===== config.mk =====
export PLATFORM = sky130hd
export DESIGN_NAME = instr_fetch
export DESIGN_NICKNAME = d
export VERILOG_FILES = /design/src/rtl/cpu_pkg.sv /design/src/rtl/br_target_calc.sv /design/src/rtl/instr_fetch.sv
export SDC_FILE = /design/constraint.sdc
export NUM_CORES = 1
export LEC_CHECK = 0
export ABC_CLOCK_PERIOD_IN_PS = 10400
export CAP_MARGIN = 0
export CORE_ASPECT_RATIO = 1.2
export CORE_UTILIZATION = 40
export DETAILED_ROUTE_END_ITERATION = 10
export HOLD_SLACK_MARGIN = 0.08
export PLACE_DENSITY = 0.71
export SETUP_SLACK_MARGIN = 0.2
export SLEW_MARGIN = 5
export SYNTH_ARGS = -nofsm -noshare
export SYNTH_HDL_FRONTEND = slang
export SYNTH_HIERARCHICAL = 1
export SYNTH_SLANG_ARGS = --single-unit

===== constraint.sdc =====
create_clock -name clk -period 10.4 [get_ports clk]
set_input_delay 2.08 -clock clk [delete_from_list [all_inputs] [get_ports clk]]
set_output_delay 2.08 -clock clk [all_outputs]
set_load 0.01 [all_outputs]

===== src/rtl/cpu_pkg.sv =====
// Shared LEGv8 core definitions: instruction field positions, NOP opcode and the
// fetch-stage state encoding.
package cpu_pkg;

    localparam int INSTR_W   = 32;
    localparam int OPC_MSB   = 31;
    localparam int OPC_LSB   = 21;
    localparam int OPC_W     = OPC_MSB - OPC_LSB + 1;
    localparam int IMM26_MSB = 25;
    localparam int IMM26_LSB = 0;
    localparam int IMM19_MSB = 23;
    localparam int IMM19_LSB = 5;

    localparam logic [OPC_W-1:0] NOP_OPCODE = 11'h000;

    typedef enum logic [1:0] {
        FETCH = 2'd0,
        HOLD  = 2'd1,
        KILL  = 2'd2
    } fetch_state_t;

    function automatic logic [OPC_W-1:0] opcode_of(input logic [INSTR_W-1:0] instr);
        return instr[OPC_MSB:OPC_LSB];
    endfunction

endpackage


===== src/rtl/br_target_calc.sv =====
// Branch target adder: id_pc + (sign-extended imm26 or imm19) * 4, wrapping at ADDR_W.
// Kept separate so a later EX-stage branch resolver can reuse it.
module br_target_calc
    import cpu_pkg::*;
#(
    parameter int ADDR_W = 64
) (
    input  logic [ADDR_W-1:0]  id_pc,
    input  logic [INSTR_W-1:0] id_instr,
    input  logic               uncond_br,
    output logic [ADDR_W-1:0]  target
);

    logic [ADDR_W-1:0] offset;
    logic              unused_bits;

    // Opcode and register fields do not contribute to the target.
    assign unused_bits = &{1'b0, id_instr[31:26], id_instr[4:0]};

    always_comb begin
        offset = '0;
        if (uncond_br)
            offset = {{(ADDR_W-26){id_instr[IMM26_MSB]}}, id_instr[IMM26_MSB:IMM26_LSB]};
        else
            offset = {{(ADDR_W-19){id_instr[IMM19_MSB]}}, id_instr[IMM19_MSB:IMM19_LSB]};
    end

    assign target = id_pc + {offset[ADDR_W-3:0], 2'b00};

endmodule


===== src/rtl/instr_fetch.sv =====
// LEGv8 instruction-fetch stage with IF/ID register, skid buffer and branch redirect.
// Define DELAY_SLOT_EN to deliver the branch_pc+4 word as a delay slot instead of killing it.
module instr_fetch
    import cpu_pkg::*;
#(
    parameter int                ADDR_W   = 64,
    parameter logic [ADDR_W-1:0] RESET_PC = '0
) (
    input  logic               clk,
    input  logic               reset,
    input  logic               stall,
    input  logic               br_taken,
    input  logic               uncond_br,
    output logic               imem_req,
    output logic [ADDR_W-1:0]  imem_addr,
    input  logic               imem_ack,
    input  logic [INSTR_W-1:0] imem_rdata,
    output logic               id_valid,
    output logic [INSTR_W-1:0] id_instr,
    output logic [ADDR_W-1:0]  id_pc,
    output logic [OPC_W-1:0]   opCode,
    output logic [1:0]         dbg_state
);

    // imem handshake: imem_req rises with imem_addr and both hold until a cycle with
    // imem_ack=1, which carries imem_rdata and ends the request; ack without req is ignored.
    fetch_state_t       state_q, state_d;
    logic [ADDR_W-1:0]  pc_q, pc_d;
    logic               id_valid_q, id_valid_d;
    logic [INSTR_W-1:0] id_instr_q, id_instr_d;
    logic [ADDR_W-1:0]  id_pc_q, id_pc_d;
    logic [INSTR_W-1:0] skid_q, skid_d;
    logic               req_en_q;
    logic [ADDR_W-1:0]  target;
    logic               ack, redirect;
`ifdef DELAY_SLOT_EN
    logic               pend_q, pend_d, pend_now;
    logic [ADDR_W-1:0]  pend_tgt_q, pend_tgt_d, next_pc;
    logic               id_slot_q, id_slot_d;
`else
    logic [ADDR_W-1:0]  kill_tgt_q, kill_tgt_d;
`endif

    br_target_calc #(.ADDR_W(ADDR_W)) u_br_target (
        .id_pc     (id_pc_q),
        .id_instr  (id_instr_q),
        .uncond_br (uncond_br),
        .target    (target)
    );

    assign imem_req  = req_en_q & (state_q != HOLD);
    assign imem_addr = pc_q;
    assign ack       = imem_ack & imem_req;
    assign redirect  = id_valid_q & br_taken & ~stall;
    assign id_valid  = id_valid_q;
    assign id_instr  = id_instr_q;
    assign id_pc     = id_pc_q;
    assign opCode    = id_valid_q ? opcode_of(id_instr_q) : NOP_OPCODE;
    assign dbg_state = state_q;

    always_comb begin
        state_d    = state_q;
        pc_d       = pc_q;
        id_valid_d = id_valid_q;
        id_instr_d = id_instr_q;
        id_pc_d    = id_pc_q;
        skid_d     = skid_q;
`ifdef DELAY_SLOT_EN
        pend_d     = pend_q;
        pend_tgt_d = pend_tgt_q;
        id_slot_d  = id_slot_q;
        pend_now   = pend_q | redirect;
        next_pc    = pend_now ? (redirect ? target : pend_tgt_q) : pc_q + ADDR_W'(4);
        if (redirect) begin
            pend_d     = 1'b1;
            pend_tgt_d = target;
        end
        case (state_q)
            FETCH: begin
                if (ack && !stall) begin
                    id_valid_d = 1'b1;
                    id_instr_d = imem_rdata;
                    id_pc_d    = pc_q;
                    id_slot_d  = pend_now;
                    pc_d       = next_pc;
                    pend_d     = 1'b0;
                end else if (ack) begin
                    skid_d  = imem_rdata;
                    state_d = HOLD;
                end else if (!stall) begin
                    id_valid_d = 1'b0;
                    id_slot_d  = 1'b0;
                end
            end
            HOLD: begin
                if (!stall) begin
                    id_valid_d = 1'b1;
                    id_instr_d = skid_q;
                    id_pc_d    = pc_q;
                    id_slot_d  = pend_now;
                    pc_d       = next_pc;
                    pend_d     = 1'b0;
                    state_d    = FETCH;
                end
            end
            default: state_d = FETCH;
        endcase
`else
        kill_tgt_d = kill_tgt_q;
        case (state_q)
            FETCH: begin
                if (redirect) begin
                    id_valid_d = 1'b0;
                    if (ack) begin
                        pc_d = target;
                    end else begin
                        kill_tgt_d = target;
                        state_d    = KILL;
                    end
                end else if (ack && !stall) begin
                    id_valid_d = 1'b1;
                    id_instr_d = imem_rdata;
                    id_pc_d    = pc_q;
                    pc_d       = pc_q + ADDR_W'(4);
                end else if (ack) begin
                    skid_d  = imem_rdata;
                    state_d = HOLD;
                end else if (!stall) begin
                    id_valid_d = 1'b0;
                end
            end
            HOLD: begin
                if (redirect) begin
                    id_valid_d = 1'b0;
                    pc_d       = target;
                    state_d    = FETCH;
                end else if (!stall) begin
                    id_valid_d = 1'b1;
                    id_instr_d = skid_q;
                    id_pc_d    = pc_q;
                    pc_d       = pc_q + ADDR_W'(4);
                    state_d    = FETCH;
                end
            end
            KILL: begin
                // The wrong-path request must still complete before the address may change.
                if (ack) begin
                    pc_d    = kill_tgt_q;
                    state_d = FETCH;
                end
            end
            default: state_d = FETCH;
        endcase
`endif
    end

    always_ff @(posedge clk or posedge reset) begin
        if (reset) begin
            state_q    <= FETCH;
            pc_q       <= RESET_PC;
            id_valid_q <= 1'b0;
            id_instr_q <= '0;
            id_pc_q    <= '0;
            skid_q     <= '0;
            req_en_q   <= 1'b0;
`ifdef DELAY_SLOT_EN
            pend_q     <= 1'b0;
            pend_tgt_q <= '0;
            id_slot_q  <= 1'b0;
`else
            kill_tgt_q <= '0;
`endif
        end else begin
            state_q    <= state_d;
            pc_q       <= pc_d;
            id_valid_q <= id_valid_d;
            id_instr_q <= id_instr_d;
            id_pc_q    <= id_pc_d;
            skid_q     <= skid_d;
            req_en_q   <= 1'b1;
`ifdef DELAY_SLOT_EN
            pend_q     <= pend_d;
            pend_tgt_q <= pend_tgt_d;
            id_slot_q  <= id_slot_d;
`else
            kill_tgt_q <= kill_tgt_d;
`endif
        end
    end

    a_addr_stable: assert property (@(posedge clk) disable iff (reset)
        (imem_req && !imem_ack) |=> (imem_req && $stable(imem_addr)));

`ifdef DELAY_SLOT_EN
    a_no_branch_in_slot: assert property (@(posedge clk) disable iff (reset)
        !(id_valid_q && id_slot_q && br_taken && !stall));
`endif

endmodule

Word-level counts from Yosys, hierarchy flattened
Cells that the tools add are included. Widths: inputs -> output; s select.

Bitwise gates (word level): 8. Add/sub/neg operators: 2. Reduce and logical (&&, ||, !) cells: 11. Eq/ne operators: 16. Multiplexer cells: 34.

Operator list (number): $mux 64 (10); $pmux 64 s3 (1); $mux 32 (4); $pmux 64 s2 (1); $add 64x3->64 const B (1); $add 64x64->64 (1); $pmux 32 s2 (1); $mux 62 (1); $ne 3x3->1 const B (6); $reduce_and 5->1 (3); $mux 2 (7); $mux 11 (1); $ne 2x2->1 const B (5); $ne 4x4->1 const B (2); $reduce_and 4->1 (2); $mux 1 (6); $pmux 2 s3 (1); $and 1x1->1 (4); $not 1->1 (4); $reduce_and 3->1 (1); $reduce_bool 3->1 (1); $eq 2x1->1 const B (1); $eq 2x2->1 const B (1); $logic_not 2->1 (1); 5 further kinds (5).

Bits of input ports: 38. Word-level logic and storage cells: 79. Output and inout bits: 175. Flip-flop bits (word level): 260.

Logic depth before layout (Yosys ltp)
Depth in word-level cells: 7. Depth in mapped cells: 18. Depth with buffers taken out: 16.

Modules after synthesis
The synthesis kept the hierarchy.

By module, submodules not included: instr_fetch (seq. area each 6506.2 sq um, area an instance 12934.9 sq um, instances 1, cells each 1257); br_target_calc (seq. area each 0.0 sq um, area an instance 4354.2 sq um, instances 1, cells each 644).

Least setup slack after synthesis
Ideal clock, no wire load.

Path kind: input port to flip-flop. From: input uncond_br. To: register pc_q[57], in the netlist imem_addr[57]. Setup slack: 4.292 ns. Required time: 10.305 ns. Library setup time: 0.095 ns. Buffers on the path: 2. Cell stages on the path: 17. Arrival time: 6.012 ns. Cell sequence: clkbuf_1 > nand2b_1 > nand2_1 > ha_1 > buf_6 > nand4_1 > or3_4 > or3_1 > a31o_1 > and4b_4 > o211a_4 > o21a_1 > a211oi_1 > nand2_1 > o211ai_1 > o21ai_0 > o31ai_1.

Cells in the longest elaborated chain, start to end: 5. Elaborated cells on any way between the ends: 6. Classes of those cells: 1 x add/sub; 5 x mux.

RTL lines: start, declared (RTL line instr_fetch.sv:13) `input logic uncond_br,`; $mux 62 (*) (RTL line br_target_calc.sv:22) `if (uncond_br)`; $add 64x64->64 (*) (RTL line br_target_calc.sv:28) `assign target = id_pc + {offset[ADDR_W-3:0], 2'b00};`; via target[57] (RTL line instr_fetch.sv:34) `logic [ADDR_W-1:0] target;`; $mux 64 (RTL line instr_fetch.sv:114) `if (ack) begin`; $mux 64 (RTL line instr_fetch.sv:112) `if (redirect) begin`; $pmux 64 s3 (*) (RTL line instr_fetch.sv:110) `case (state_q)`; end signal, assigned (RTL line instr_fetch.sv:175) `pc_q <= pc_d;`; end, declared (RTL line instr_fetch.sv:28) `logic [ADDR_W-1:0] pc_q, pc_d;`.

Mark *: on every way through the listed nets, which the timed path passes. The rest lies on a longest branch. The select of a mux whose other input is x is not followed. A chain may end at the register's enable or synchronous reset.

Worst setup path after layout
From: input uncond_br. To: register pc_q[45], in the netlist imem_addr[45].

The elaborated chain is that of the path after synthesis.

==> impl_results.md <==
* Outcome: complete, no violations
* CTS clock-pin slew for the worst setup and hold paths at 0.06 ns
* Core ar. at 42700 um2
* Cts hold-fix bufs at 0
* IO Count at 213
* Crit path DAT at 7.19 ns
* Worst-case clock buffer depth at 3
* Root Buffer: clkbuf_16
* HPWL after DPL at 39.8 mm
* Synth unique cells at 99
* Fin area at 20600 um2
* CTS Sinks at 260
* Gpl congestion at 0.971
* Gr ovfl total at 0
* Drt wl/cell at 21.2 um
* Post-cts resize count at 0
* R2r worst-path depth at 16
* Post-route DRC at 0
* Area grow syn2layout at 19.1%
* Hold Fails Final Rpt at 0
* Initial Util at 40.5%
* RSZ-0062 raised after global routing: false
* ANT nets after route at 0
* Post-synth top area cell: dfrtp_1
* Gate Count Post-Synth at 1901
* LEAKAGE at 8.79 nW
* Critical path startpoint category: input port
* Via count at 15600
* Top_reg_cell synth: dfrtp_1
* Global-route wire length before repair at 86.2 mm
* Tmin final at 6.71 ns
* Fraction of registers with async set/reset at 100%
* CTS Buf Count at 29
* Hold Path Stages at 1
* Vias in the first global route at 15400
* Nets at 2140
* Clk Latency, worst-skew pair at 0.57 ns
* Setup Slack @ Placement at 3.20 ns
* Final WL at 55.3 mm
* Die width at 192 um
* Max VDD drop at 0.187 mV
* DRT iter0 DRCs at 1100
* Synthesized area at 17300 um2
* Yosys top cell area share at 37.6%
* Max-slew violation count at 0
* Max_cap viols at 0
* Seq cells post-synth at 260
* Sequential fraction of the synthesis area at 37.6%
* H-tree depth at 1
* Mapped Nets at 2005
* Die Height at 230 um
* Tcrit/Tclk final at 64.5%
* Worst-Margin Slew at 1.04 ns
* Drt first pass iters at 5
* Post-CTS Setup Bufs at 0
* Setup crit end kind: register
* Largest net degree at the start of global routing at 144
* Post-Place Cell Area at 19600 um2
* Syn_area_per_cell at 9.09 um2
* Tightest Hold Check Type: reg2reg
* Setup CP Type: in2reg
* Setup TNS at 0 ns
* Detailed-route vias per instance at 5.98
* CP Max Fanout at 37
* Antenna cells at 0
* Top cells by area, synth: dfrtp_1 (38%), mux2_2 (11%), a21oi_1 (5.0%)
* Die footprint at 44100 um2
* PwrDens at 326 nW/um2
* GRT Total Usage at 24.8%
* Fmax at 149 MHz
* Layout cells sized above 1 at 13.7%
* Worst endpoint required time at 10.88 ns
* Number of synthesized flops with an enable pin at 0
* Slew HR at 30.4%
* Cell Rows at 83
* Clock Skews at 0.0114 ns
* Final setup viols at 0
* Initial antenna violation count at 0
* Port Buffer Count at 212
* Fin worst setup slack at 3.69 ns
* Yosys Warn Count at 6
* Total Power at 6.70 mW
* CTS tree: done
## metrics by stage
stage / hold slack (ns) / utilization, % / std cells
finish: 0.499 / 48.2 / 2610
global route: 0.513 / 48.2 / 2610
CTS: 0.501 / 48.2 / 2610
detailed placement: 0.487 / 46.0 / 2557
global placement: 0.482 / 46.0 / 2557
floorplan: 0.473 / - / 1901
## registers in the layout, indices dropped and copies added (netlist names)
name        cells
dbg_state       2
id_instr       32
id_pc          64
id_valid        1
imem_addr      64
kill_tgt_q     64
req_en_q        1
skid_q         32
## layer usage
| metal | track usage (%) | wire [um] |
|---|---|---|
| met1 | 31.4 | 22900 |
| met2 | 41.9 | 26500 |
| met3 | 3.53 | 3530 |
| met4 | 10.6 | 2380 |
| met5 | 0 | 0 |
## cells in the final DEF, fill, tap and decap left out, types with 9 or more instances in the layout
| master | count |
|---|---|
| xnor2_1 | 43 |
| or3_1 | 14 |
| mux2i_1 | 35 |
| xor2_1 | 22 |
| o21bai_1 | 12 |
| clkbuf_16 | 29 |
| o21ai_1 | 12 |
| nor3_1 | 36 |
| o21ai_0 | 152 |
| clkdlybuf4s50_1 | 212 |
| o211ai_1 | 13 |
| ha_1 | 63 |
| nor2_1 | 105 |
| o21a_1 | 13 |
| inv_1 | 41 |
| nand4_1 | 40 |
| a21o_1 | 30 |
| o31ai_1 | 13 |
| a21oi_1 | 173 |
| and3_1 | 22 |
| buf_4 | 16 |
| nand3_1 | 45 |
| nor4_1 | 12 |
| mux2_2 | 170 |
| a31oi_1 | 33 |
| a211oi_1 | 25 |
| dfrtp_1 | 260 |
| and2_1 | 14 |
| nand2_1 | 225 |
| nor2b_1 | 9 |
## critical path: stages
cell             delay [ns]
clkdlybuf4s50_1        1.15
nand2b_1               0.32
nand2_1                0.09
buf_4                  0.28
ha_1                   0.51
nand4_1                0.17
or3_4                  0.36
or3_1                  0.38
a31o_1                 0.24
and4b_4                0.21
o21ai_1                0.35
nand2_1                0.13
xnor2_1                0.32
o21ai_0                0.14
a21oi_1                0.17
a21oi_1                0.05
a211oi_1               0.21
## logic make-up after synthesis
logic type / count (synthesis) / synth area share (%)
AO/OA/AOI/OAI: 548 / 19.3
adder cells (fa/ha/maj): 66 / 4.82
other: 1 / 0.0217
AND/OR/NAND/NOR: 589 / 17.0
buffers and inverters: 167 / 4.83
XOR/XNOR: 65 / 3.29
multiplexers: 205 / 13.1
flip-flops: 260 / 37.6
## cells in the mapped netlist (14+ instances only)
cell / instances
a21o_1: 30
a21oi_1: 173
mux2i_1: 35
dfrtp_1: 260
nand4_1: 40
nor2_1: 106
a31oi_1: 33
clkbuf_1: 74
and2_1: 14
mux2_2: 170
or3_1: 14
xnor2_1: 43
a211oi_1: 25
nand3_1: 48
xor2_1: 22
inv_1: 42
nor3_1: 36
o21ai_0: 152
buf_2: 15
nand2_1: 225
and3_1: 22
ha_1: 65
## area by class of cell
class	instances	area, um2
clock buffers	40	817
fillers	3986	22100
well taps	552	691
inverters	42	165
repair buffers	229	2260
flip-flops and latches	260	6510
multi-input cells	1474	9990
clock inverters	13	149
## worst paths after layout
check | start | to | slack (ns)
hold reg to reg | kill_tgt_q[2]$_DFFE_PP0P_ | kill_tgt_q[2]$_DFFE_PP0P_ | 0.50
setup / recovery | uncond_br | imem_addr[45]$_DFFE_PP0P_ | 3.69
max in group asynchronous | reset | imem_addr[55]$_DFFE_PP0P_ | 7.02
setup reg to reg | id_instr[23]$_DFFE_PP0P_ | imem_addr[45]$_DFFE_PP0P_ | 5.99
hold / removal | kill_tgt_q[2]$_DFFE_PP0P_ | kill_tgt_q[2]$_DFFE_PP0P_ | 0.50
min in group asynchronous | reset | skid_q[27]$_DFFE_PP0P_ | 2.09
## report_power, final
group	internal [mW]	switching (mW)	leakage, nW
Clock	0.621	0.439	0.475
Combinational	1.64	2.03	5.04
Sequential	1.44	0.532	3.27
Total	3.70	3.00	8.79
Power figures use the tool's default switching activity.
==> edit 1 (same flow settings) <==
Build with the macro `DELAY_SLOT_EN` defined.
--- a/src/rtl/instr_fetch.sv
+++ b/src/rtl/instr_fetch.sv
@@ -1,5 +1,7 @@
 // LEGv8 instruction-fetch stage with IF/ID register, skid buffer and branch redirect.
 // Define DELAY_SLOT_EN to deliver the branch_pc+4 word as a delay slot instead of killing it.
+`define DELAY_SLOT_EN
+
 module instr_fetch
     import cpu_pkg::*;
 #(
Function: changed (a bounded check fails within 4 cycles, from zero or initial values and one cycle with reset high).
==> edit 1 against the original RTL <==
  * Synthesized area shrank 6.1%
  * Routed wire length decreased by 1.4%
  * Global-route usage up 1.6 points
  * First-iteration DRC count grew 21%
  * Total power is 22% lower
  * Synthesized cell count increased by 2.4%
  * Clock skew increased by 0.0052 ns
  * Combinational power down 34%
  * Final cell count up 1.0%
  * Sequential cell count did not move
  * Worst setup slack gained 0.55 ns
  * Design area down 4.7%
  * Maximum frequency up 8.9%
  * Critical path type unchanged
  * Largest power group unchanged
==> edit 1: results (changes against the original RTL) <==
Cells taking the most area after synthesis: dfrtp_1 (40%), nand2_1 (12%), ha_1 (4.8%) (was dfrtp_1 (38%), mux2_2 (11%), a21oi_1 (5.0%)). The global-route wire length before repair is 85600 µm (was 86200 µm). The clock skew came out at 0.0166 ns (was 0.0114 ns). The net count after synthesis is 2047 (was 2005). The number of nets in the layout is 2182 (was 2140). The average via count per standard cell came out at 5.87 (was 5.98). The path class of the lowest-slack min-delay path is reg2reg (unchanged). The number of cells on the worst hold path is 2 (was 1). The cell at the root of the clock tree is clkbuf_16 (unchanged).

The layout overhead on the synthesized area came out at 20.7% (was 19.1%). The worst-path maximum fanout is 37 (unchanged). The family of cells with the greatest summed delay on the critical path is simple AND/OR/NAND/NOR gates (unchanged). The first-iteration detailed-routing DRC count came out at 1329 (was 1100).

The slowest stage cell on the critical path is ha_1 (was clkdlybuf4s50_1). The placer congestion estimate came out at 0.992 (was 0.971). The headroom to the max-slew limit came to 0.203 (was 0.304). The dominant register cell in the synthesized netlist is dfrtp_1 (unchanged).

The count of input and output buffers is 211 (was 212). The sequential-to-total area share from yosys stat is 0.401 (was 0.376). The placed wire-length estimate after detailed placement is 39200 µm (was 39800 µm).

Top cells by count, synth: nand2_1 (509), dfrtp_1 (260), a21oi_1 (122) (was dfrtp_1 (260), nand2_1 (225), a21oi_1 (173)). The startpoint of the tightest hold check path is pend_tgt_q[32] (was kill_tgt_q[2]). The maximum number of pins on one net before global-route repair came out at 128 (was 144). The standby leakage power came out at 8.68 nW (was 8.79 nW). The post-placement worst setup slack came out at 3.67 ns (was 3.20 ns). The worst endpoint data arrival time is 6.61 ns (was 7.19 ns). The count of different cell masters after synthesis is 86 (was 99). The largest incremental delay on the critical path was 0.49 ns (was 1.15 ns). The overall fraction of global-route tracks in use came out at 0.264 (was 0.248).

The fill cell instance count of the final layout is 3816 (was 3986). The detailed-routing iteration count for the pre-antenna-repair pass is 5 (unchanged). The highest ir drop seen on vdd came to 0.150 mV (was 0.187 mV).

The count of unresolved DRC violations after routing is 0 (unchanged). The via count of the first global-routing pass is 14900 (was 15400). Status: completed (unchanged). The total routed wirelength is 54500 µm (was 55300 µm). The fraction of layout instances using a drive strength above 1 is 0.0723 (was 0.137).

The synthesis warning total is 6 (unchanged). The critical path launch point was uncond_br (unchanged).
==> edit 1: changes by cell type after synthesis, sizes merged, moves of 15 or more <==
cell | unedited run | this run
a31oi | 33 | 12
o21ai | 165 | 105
nand2 | 227 | 510
or4 | 5 | 21
mux2 | 170 | 57
a22oi | 0 | 15
nand3 | 50 | 71
a21oi | 174 | 122
==> edit 1: per-stage QoR <==
stage / cell area (µm²) / instances / hold WS [ns]
after floorplan: 16200 / 1946 / 0.436
after global placement: 18600 / 2583 / 0.448
after detailed placement: 18600 / 2583 / 0.455
after CTS: 19600 / 2636 / 0.471
after global routing: 19600 / 2636 / 0.488
final: 19600 / 2636 / 0.469
==> edit 1: cell families after synthesis <==
| kind of cell | after synthesis | share of synthesized area |
|---|---|---|
| other | 2 | 0.000462 |
| and+or+nand+nor | 894 | 0.250 |
| AOI/OAI and AO/OA | 428 | 0.167 |
| DFF | 260 | 0.401 |
| xor gates and xnor gates | 53 | 0.0286 |
| muxes | 90 | 0.0599 |
| adders and majority gates | 63 | 0.0490 |
| buffers and inverters | 156 | 0.0441 |
==> edit 1: metal layers <==
layer | global-route usage | wire [µm] | part of all wire | vias up
met1 | 0.344 | 22400 | 0.41 | 7466
met3 | 0.0447 | 4090 | 0.075 | 117
met4 | 0.0915 | 1790 | 0.033 | 0
met5 | 0 | 0 | 0 | -
li1 | - | - | - | 7186
met2 | 0.438 | 26200 | 0.48 | 694
==> edit 1: path summary, 6_finish.rpt <==
check,endpoint,slack [ns]
min reg2reg,pend_tgt_q[32],0.47
max in group asynchronous,dbg_state[0],6.74
max reg2reg,imem_addr[61],6.13
max,imem_addr[61],4.24
min,pend_tgt_q[32],0.47
min in group asynchronous,id_instr[24],2.12
==> edit 1: area by class of cell <==
type	instances	area share
clock buffers	37	0.0406
well taps	533	0.0340
clock inverters	16	0.00995
multi-input cells	1530	0.463
inverters	32	0.00651
flip-flops and latches	260	0.332
repair buffers	228	0.114
==> edit 1: worst register-to-register path: stages, from the launching register on <==
cell and delay (ns):
dfrtp_1 0.46, nand2b_1 0.21, nand2_1 0.12, buf_4 0.28, ha_1 0.50, nand4_1 0.15, or3_4 0.35, or3_1 0.38
a31o_1 0.25, and4b_4 0.22, o21ai_1 0.27, a31oi_1 0.16, xnor2_1 0.14, mux2_2 0.27, a32o_1 0.22, a21oi_1 0.11
nand3_1 0.09
==> edit 1: where the power goes <==
group          internal [mW]  total [mW]  switching, mW
combinational           1.06        2.41           1.35
clock                  0.639        1.08          0.439
sequential              1.35        1.73          0.380
==> edit 2 (config.mk and constraints unchanged) <==
Made on the original files. `id_instr_q` no longer has a reset.
--- a/src/rtl/instr_fetch.sv
+++ b/src/rtl/instr_fetch.sv
@@ -159,7 +159,6 @@
             state_q    <= FETCH;
             pc_q       <= RESET_PC;
             id_valid_q <= 1'b0;
-            id_instr_q <= '0;
             id_pc_q    <= '0;
             skid_q     <= '0;
             req_en_q   <= 1'b0;
@@ -174,7 +173,6 @@
             state_q    <= state_d;
             pc_q       <= pc_d;
             id_valid_q <= id_valid_d;
-            id_instr_q <= id_instr_d;
             id_pc_q    <= id_pc_d;
             skid_q     <= skid_d;
             req_en_q   <= 1'b1;
@@ -188,6 +186,10 @@
         end
     end
 
+    always_ff @(posedge clk) begin
+        id_instr_q <= id_instr_d;
+    end
+
     a_addr_stable: assert property (@(posedge clk) disable iff (reset)
         (imem_req && !imem_ack) |=> (imem_req && $stable(imem_addr)));
 
Function: differs if reset is asserted again (counterexample within 4 cycles, from zero or initial values and one cycle with reset high); with reset held inactive, the same outputs for 4 cycles.
==> edit 2 against the original RTL <==
  * The flow now finishes with violations (DRC)
  * Hold slack gained 0.00061 ns
  * Utilization grew 0.66 points
  * Sequential cell count is the same
  * Clock skew grew 0.0057 ns
  * Non-clock buffer count is the same
  * Design area grew 2.4%
  * Worst setup slack gained 0.048 ns
  * Total power grew 1.7%
  * Routed wire length grew 5.7%
  * Synthesized area grew 1.8%
  * Maximum frequency grew 0.73%
  * Critical path type unchanged
  * Largest cell class unchanged
  * Largest power group unchanged
==> edit 2: results (changes against the original RTL) <==
The total routed wirelength is 58400 µm (was 55300 µm). The number of antenna repair diodes came out at 1 (was 0). The net count after synthesis was 2011 (was 2005). The synthesized area per cell came out at 9.23 µm² (was 9.09 µm²). The proportion of power drawn by combinational gates is 0.532 (was 0.547).

The end of the worst register-to-register path is imem_addr[63] (was imem_addr[45]). The placer congestion estimate is 0.981 (was 0.971). The met2 global-route usage came to 0.443 (was 0.419). The clock skew is 0.0171 ns (was 0.0114 ns). The placement-stage cell area came out at 0.0200 mm² (was 0.0196 mm²). The maximum number of pins on one net before global-route repair is 113 (was 144). The post-placement worst setup slack is 3.33 ns (was 3.20 ns). Status: finished, violations left (was completed). The final non-filler cell total was 2615 (was 2610). The count of unresolved DRC violations after routing came out at 11 (was 0). The fraction of layout instances using a drive strength above 1 is 0.145 (was 0.137). Top cells by count, synth: dfrtp_1 (228), mux2_2 (205), nand2_1 (182) (was dfrtp_1 (260), nand2_1 (225), a21oi_1 (173)). The placed wire-length estimate after detailed placement came out at 42300 µm (was 39800 µm).

The number of antenna violations at the first check in global routing was 1 (was 0). The startpoint of the tightest hold check path is kill_tgt_q[11] (was kill_tgt_q[2]). The worst endpoint data arrival time is 7.11 ns (was 7.19 ns).

The standby leakage power was 8.62 nW (was 8.79 nW). The parity-gate share of the synthesized area counting xor and xnor cells came out at 0.0289 (was 0.0329). The fraction of synthesized area in multiplexers is 0.137 (was 0.131). The count of multi-input combinational gates is 1470 (was 1474).

The post-route cell area is 0.0211 mm² (was 0.0206 mm²). The worst-path maximum fanout came out at 25 (was 37). The portion of total power attributed to sequential cells is 0.294 (was 0.295). Cells taking the most area after synthesis: dfrtp_1 (32%), mux2_2 (13%), edfxtp_1 (5.5%) (was dfrtp_1 (38%), mux2_2 (11%), a21oi_1 (5.0%)). The logic depth of the worst register-to-register path is 15 (was 16). The share of the synthesized area in compound gates (AO/OA/AOI/OAI) came to 0.170 (was 0.193). The checks that failed: DRC.

The met3 usage came out at 0.0439 (was 0.0353). The worst flop-to-flop path startpoint was id_instr[23] (unchanged). The number of nets in the layout came out at 2142 (was 2140). The fill cell instance count of the final layout came out at 3981 (was 3986). The overall fraction of global-route tracks in use came out at 0.256 (was 0.248). The reported clock group power is 1.19 mW (was 1.06 mW). The global-route wire length before repair came to 91000 µm (was 86200 µm).
[edit 2: cell count changes after synthesis, moves of 11 or more]
cell,change
mux2i_1,-24
nand3_1,+18
clkbuf_1,+11
mux2_2,+35
nand4_1,+18
a31oi_1,-12
nand2_1,-43
a21oi_1,-29
edfxtp_1,+32
o21ai_0,-62
dfrtp_1,-32
nor2_1,+26
nor4_1,+30
[edit 2: worst max-delay path, cell delays in order]
cell             delay (ns)
clkdlybuf4s50_1        0.48
buf_4                  0.31
mux2_2                 0.38
ha_1                   0.43
nand4_1                0.20
a211oi_1               0.42
a21oi_1                0.13
buf_4                  0.18
a211oi_1               0.55
o21ai_1                0.39
o22ai_1                0.41
o221ai_1               0.28
xnor2_1                0.22
nor2_1                 0.12
o21ai_0                0.08
mux2_2                 0.29
o211a_1                0.13
[edit 2: routing by layer]
layer  up-vias  wire, µm
li1       7347         -
met1      7904     23600
met2       682     28400
met3       144      4110
met4         0      2390
met5         -         0
